**config.mk**
```make
export PLATFORM = sky130hd
export DESIGN_NAME = operand_loader
export DESIGN_NICKNAME = d
export VERILOG_FILES = /design/src/rtl/operand_loader.sv
export SDC_FILE = /design/constraint.sdc
export NUM_CORES = 1
export LEC_CHECK = 0
export ABC_AREA = 1
export BUFFER_PORTS_ARGS = -buffer_cell sky130_fd_sc_hd__buf_2
export CAP_MARGIN = 20
export CORE_ASPECT_RATIO = 2
export CORE_MARGIN = 3
export CORE_UTILIZATION = 40
export DETAILED_ROUTE_END_ITERATION = 12
export PLACE_DENSITY = 0.71
export SLEW_MARGIN = 20
export SYNTH_ARGS = -nofsm -noshare
export SYNTH_HDL_FRONTEND = slang
export SYNTH_SLANG_ARGS = --single-unit
```
**constraint.sdc**
```tcl
create_clock -name clock -period 1.7 [get_ports clock]
set_input_delay 0.34 -clock clock [delete_from_list [all_inputs] [get_ports clock]]
set_output_delay 0.34 -clock clock [all_outputs]
set_load 0.005 [all_outputs]
```
**src/rtl/operand_loader.sv**
```systemverilog
// Packs a serial valid/ready stream of signed samples into (a, b, c) triples and
// presents each completed triple for HOLD cycles to the downstream max stage.
//
// state  | meaning
// S_A    | waiting for operand a
// S_B    | waiting for operand b
// S_C    | waiting for operand c
// S_HOLD | triple presented, input stalled until hold counter expires
module operand_loader #(
    parameter int N    = 4,
    parameter int HOLD = 2
) (
    input  logic                clock,
    input  logic                reset_n,
    input  logic        [N-1:0] in_data,
    input  logic                in_valid,
    output logic                in_ready,
    input  logic                flush,
    output logic signed [N-1:0] a,
    output logic signed [N-1:0] b,
    output logic signed [N-1:0] c,
    output logic                triple_valid,
    output logic        [7:0]   triple_count
);

    typedef enum logic [1:0] {
        S_A    = 2'd0,
        S_B    = 2'd1,
        S_C    = 2'd2,
        S_HOLD = 2'd3
    } state_t;

    localparam logic [7:0] HOLD_LOAD = 8'(HOLD - 1);

    state_t       state_q, state_d;
    logic [N-1:0] a_q, a_d;
    logic [N-1:0] b_q, b_d;
    logic [N-1:0] c_q, c_d;
    logic         triple_valid_q, triple_valid_d;
    logic [7:0]   triple_count_q, triple_count_d;
    logic [7:0]   hold_cnt_q, hold_cnt_d;
    logic         xfer;

    always_ff @(posedge clock or negedge reset_n) begin
        if (!reset_n) begin
            state_q        <= S_A;
            a_q            <= '0;
            b_q            <= '0;
            c_q            <= '0;
            triple_valid_q <= 1'b0;
            triple_count_q <= 8'd0;
            hold_cnt_q     <= 8'd0;
        end else begin
            state_q        <= state_d;
            a_q            <= a_d;
            b_q            <= b_d;
            c_q            <= c_d;
            triple_valid_q <= triple_valid_d;
            triple_count_q <= triple_count_d;
            hold_cnt_q     <= hold_cnt_d;
        end
    end

    always_comb begin
        state_d        = state_q;
        a_d            = a_q;
        b_d            = b_q;
        c_d            = c_q;
        triple_valid_d = triple_valid_q;
        triple_count_d = triple_count_q;
        hold_cnt_d     = hold_cnt_q;
        in_ready       = (state_q != S_HOLD) && !flush;
        xfer           = in_valid && in_ready;

        // flush outranks everything; in_ready is already low so no sample lands
        if (flush) begin
            state_d        = S_A;
            triple_valid_d = 1'b0;
        end else begin
            unique case (state_q)
                S_A: begin
                    if (xfer) begin
                        a_d     = in_data;
                        state_d = S_B;
                    end
                end
                S_B: begin
                    if (xfer) begin
                        b_d     = in_data;
                        state_d = S_C;
                    end
                end
                S_C: begin
                    if (xfer) begin
                        c_d            = in_data;
                        state_d        = S_HOLD;
                        hold_cnt_d     = HOLD_LOAD;
                        triple_valid_d = 1'b1;
                        triple_count_d = triple_count_q + 8'd1;
                    end
                end
                S_HOLD: begin
                    if (hold_cnt_q != 8'd0) begin
                        hold_cnt_d = hold_cnt_q - 8'd1;
                    end else begin
                        state_d        = S_A;
                        triple_valid_d = 1'b0;
                    end
                end
                default: state_d = S_A;
            endcase
        end
    end

    assign a            = a_q;
    assign b            = b_q;
    assign c            = c_q;
    assign triple_valid = triple_valid_q;
    assign triple_count = triple_count_q;

endmodule

```
; Word-level counts from Yosys, hierarchy flattened
; Index checks and enable logic that the tools add are counted.
[classes]
addsub = 2
eq_ne = 10
n_mux = 13
n_bitwise = 1
n_reduce_logical = 13
[ops]
columns = op, count
row1 = 8-bit 2-to-1 mux, 2
row2 = 8-bit case mux with 2 select lines, 1
row3 = 3-bit != test (second input constant), 4
row4 = 3-bit AND reduction, 4
row5 = 2-bit 2-to-1 mux, 5
row6 = 8-bit by 1-bit adder with 8-bit output (second input constant), 1
row7 = 2-bit case mux with 4 select lines, 1
row8 = 4-bit AND reduction, 2
row9 = 8-bit nonzero test, 1
row10 = 8-bit by 1-bit subtractor with 8-bit output (second input constant), 1
row11 = 2-bit != test (second input constant), 3
row12 = 2-bit equality test (second input constant), 2
row13 = 1-bit 2-to-1 mux, 3
row14 = 3-bit nonzero test, 1
row15 = 2-bit by 1-bit equality test with 1-bit output (second input constant), 1
row16 = 1-bit logical AND, 2
row17 = 2-bit zero test, 1
row18 = 1-bit case mux with 2 select lines, 1
row19 = 2-bit nonzero test, 1
row20 = 1-bit zero test, 1
row21 = 1-bit inverter, 1
[totals]
ff_bits = 31
in_bits = 8
output_inout_bits = 22
elab_cells = 46

; Depth between registers and ports, before layout
[logic_depth]
ltp_word = 6
ltp_mapped = 9
depth_no_buf = 9

; Worst setup path after synthesis
; No wires, ideal clock.
[synth_timing]
kind = register to register
from = register state_q[0]
to = register c_q[0] (netlist: c[0])
setup_time_ps = 118
arrival_ps = 1399
required_time_ps = 1582
setup_slack_ps = 183
stages_incl_launch_ff = 9
n_path_buf = 1
synth_period_minus_slack_ps = 1517
path_cell_list = dfrtp_1 ha_1 nor2_4 nand2_4 nor2_4 inv_2 clkbuf_8 nand2_1 o21ai_2
[synth_via]
elab_chain_cells = 4
elab_cells_between_ends = 5
cone_classes = eq/ne: 2 / reduce/logical: 3
[synth_rtl]
columns = element, line_no
row1 = from (decl), 35  ; state_t state_q, state_d;
row2 = from (signal assigned), 54  ; state_q <= state_d;
row3 = 2-bit != test, 72  ; in_ready = (state_q != S_HOLD) && !flush;
row4 = 1-bit logical AND, 72
row5 = net in_ready, 17  ; output logic in_ready,
row6 = 1-bit logical AND, 73  ; xfer = in_valid && in_ready;
row7 = 3-bit AND reduction (no source line), --
row8 = to (signal assigned), 49  ; c_q <= '0;
row9 = to (signal assigned), 57  ; c_q <= c_d;
row10 = to (decl), 38  ; logic [N-1:0] c_q, c_d;
; The timed path passes the listed nets, and every way through them passes these cells.
; A chain may end at the register's enable or synchronous reset.

; Final worst setup path
[layout_timing]
from = register state_q[0]
to = register c_q[2] (netlist: c[2])
[layout_via]
elab_chain_cells = 4
elab_cells_between_ends = 5
cone_classes = eq/ne: 2 / reduce/logical: 3
[layout_rtl]
columns = element, line_no
row1 = 2-bit != test, 72
row2 = 1-bit logical AND, 72
row3 = 1-bit logical AND, 73
row4 = 3-bit AND reduction (no source line) (*), --
; Mark *: on every way between the ends. The rest lies on a longest branch, timed or not.

==> impl_metrics.tcl <==
set metrics [dict create \
    status "complete, no violations" \
    seq_area_sq_um 777 \
    antenna_cells 0 \
    routabilityCongestion 0.819 \
    wl_met2_um 1930 \
    p_comb_share_pct 42.4 \
    wl_um 3420 \
    synth-simple-area-share_pct 28.9 \
    multiInputGateArea_sq_um 774 \
    final_nets 252 \
    synth_nets 213 \
    io_buffers 29 \
    cts_hold_buf 0 \
    cp.arrival_ns 1.76 \
    overflow 0 \
    grt_antenna_before_repair 0 \
    grt_setup_unrepaired "no" \
    die_h_um 96.8 \
    synth.largest_area_cell "dfrtp_1" \
    drive_gt1_share_pct 24.4 \
    grt_max_degree 32 \
    fill_cells 411 \
    placementRows 32 \
    avgSynthCellArea_sq_um 8.32 \
    synth_top_family_by_area "simple AND/OR/NAND/NOR gates" \
    wl_met3_um 89 \
    required_ns 1.87 \
    yosys.area_share.adder_pct 5.32 \
    p_leak_nw 1.06 \
    num_vias 1381 \
    first_pass_iters 4 \
    die-area_sq_um 4970 \
    design.portCount 30 \
    synth.area.mux_share_pct 0 \
    top_layer_used "met4" \
    postRouteAntennaNets 0 \
    wl_per_cell_um 11.8 \
    power_mw 3.27 \
    cts_root_buf "clkbuf_8" \
    grt_pass1_wl_um 6000 \
    seqPwrFrac_pct 37.9 \
    hp-class "input port to asynchronous set/reset pin" \
    first_global_vias 1348 \
    crit_top_cell "nor2_4" \
    drc_errors 0 \
    clockPowerShare_pct 19.7 \
    p_per_area_nw_per_um2 1650 \
    final_common_cell "nand2_1" \
    synth_warnings 0 \
    via_per_inst 4.78 \
    critPathTopFamily "simple AND/OR/NAND/NOR gates" \
    final.setup.tns_ns 0 \
    cp_slowest_cell "dfrtp_2" \
    syn_to_final_growth_pct 20.2 \
    initialDrtViolationCount 21 \
    hold_viol 0 \
    die_w_um 51.4 \
    path_buf_inv 2 \
    final_cell_mix "nand2_1 (67), dfrtp_1 (30), buf_2 (29)" \
    h-tree-depth 2 \
    synth_compound_area_share_pct 8.88 \
    wl_met1_um 1290 \
    p_int_mw 1.96 \
    synthCells 198 \
    slew_viol_final 0 \
    synth-seq-area-share_pct 47.1 \
    max_slew.worst_pin.slew_ns 0.690 \
    syn_area_sq_um 1650 \
    core_sq_um 3920 \
    period_share_pct 93.5 \
    grt_usage_pct 15.9 \
    cts_buffer_depth 2 \
    max-vdd-ir-drop_mv 1.01 \
    ys_ff_latch 31 \
    p_sw_share_pct 39.9 \
    start_util_pct 42.0 \
    netlist.area_leader.share_pct 47.1 \
    tritoncts "yes" \
    path_clk_slew_ns 0.07 \
    dp_hpwl_um 2600 \
    r2r_setup_slack_ns 0.11 \
    slowest_delay_ns 0.44 \
    slew_headroom_pct 54.0 \
    max-cap-violations 0 \
    synth_xor_area_share_pct 3.72 \
    p_sw_mw 1.30 \
    cts.sinks 31 \
    finalSetupViolCount 0 \
    fin_crit_ns 1.59 \
    final_util_pct 50.5 \
    fmax_ghz 0.629 \
    path_class "flip-flop to flip-flop" \
    end_kind "flip-flop" \
    synth_area_leaders "dfrtp_1 (47%), nand2_1 (15%), ha_1 (5.3%)" \
    netlist-cell-type-count 22 \
    finClkSkew_ns 0.00990 \
    start_kind "flip-flop" \
    numCtsBuffers 5 \
    clkLatencyLatePin_ns 0.29 \
    path_cells "ha_2 -> nor2_4 -> nand2_4 -> nor2_4 -> inv_2 -> buf_4 -> nand2_1 -> o21ai_2" \
    crit_fanout 10 \
]
cells in the mapped netlist:
cell      count
and3_1        1
o21ai_0      10
clkbuf_8      1
inv_1        21
nor3_1        1
o21ai_1       1
inv_2         2
nand2_4       1
nand3_1      13
xor2_1        4
a21oi_4       2
o211ai_1      1
o21ai_2       5
nor2_4        3
ha_1          7
xnor2_1       3
nor2_1       16
nand2_1      67
nand4_1       5
dfrtp_1      31
nand2_2       2
o21bai_1      1
cell type report:
cell class              count  area share, %
multi-input cells         143           39.1
clock inverters             1          0.379
repair buffers             33           8.84
flip-flops and latches     31           39.2
well taps                  51           3.22
clock buffers               7           4.86
inverters                  23           4.36
sequential cells by signal, summed over array words and instances, names as in the netlist:
register	count
a	4
b	4
c	4
hold_cnt_q	8
state_q	2
triple_count	8
triple_valid	1
worst register-to-register path, stage by stage (launching register included):
cell and delay, ns:
dfrtp_2 0.44, ha_2 0.24, nor2_4 0.13, nand2_4 0.10, nor2_4 0.19, inv_2 0.08
buf_4 0.18, nand2_1 0.08, o21ai_2 0.05
final timing paths:
kind / from / end / cells past startpoint
max: state_q[0]$_DFFE_PN0P_ / c[2]$_DFFE_PN0P_ / 8
min: reset_n / triple_count[7]$_DFFE_PN0P_ / 1
min reg2reg: hold_cnt_q[0]$_DFFE_PN0P_ / hold_cnt_q[0]$_DFFE_PN0P_ / 1
min in group clock: in_data[3] / c[3]$_DFFE_PN0P_ / 3
max reg2reg: state_q[0]$_DFFE_PN0P_ / c[2]$_DFFE_PN0P_ / 8
max in group asynchronous: reset_n / state_q[0]$_DFFE_PN0P_ / 1
logic make-up (layout without fill, tap and decap cells):
kind of cell,after synthesis,in the layout
simple gates,109,109
flops,31,31
fa+ha+maj,7,7
compound gates,20,20
xor+xnor,7,7
buf+inv,24,64
routing by layer:
metal	global-route usage [%]	vias up
li1	-	703
met1	17.5	641
met2	27.5	27
met3	3.24	10
met4	8.08	0
met5	0	-
through the flow:
step                area (sq um)  hold slack, ns  worst slack [ns]  std cells
global placement            1870           0.422             0.112        280
floorplan                   1650          0.0444             0.183        198
global route                1980           0.148            0.0158        289
CTS                         1970           0.120            0.0233        288
detailed placement          1870           0.428            0.0605        280
finish                      1980           0.100             0.110        289
power groups by stage:
stage | clock, mW | sequential [mW] | combinational, mW
floorplan | 0 | 1.22 | 0.936
global placement | 0 | 1.23 | 1.37
detailed placement | 0 | 1.24 | 1.39
CTS | 0.663 | 1.24 | 1.40
global route | 0.696 | 1.28 | 1.61
finish | 0.645 | 1.24 | 1.38
repair_timing:
item	4_1_cts	5_1_grt
resized for setup	0	3
endpoints found under the setup margin	0	19
buffers inserted	0	1
(Power assumes the default switching activity.)
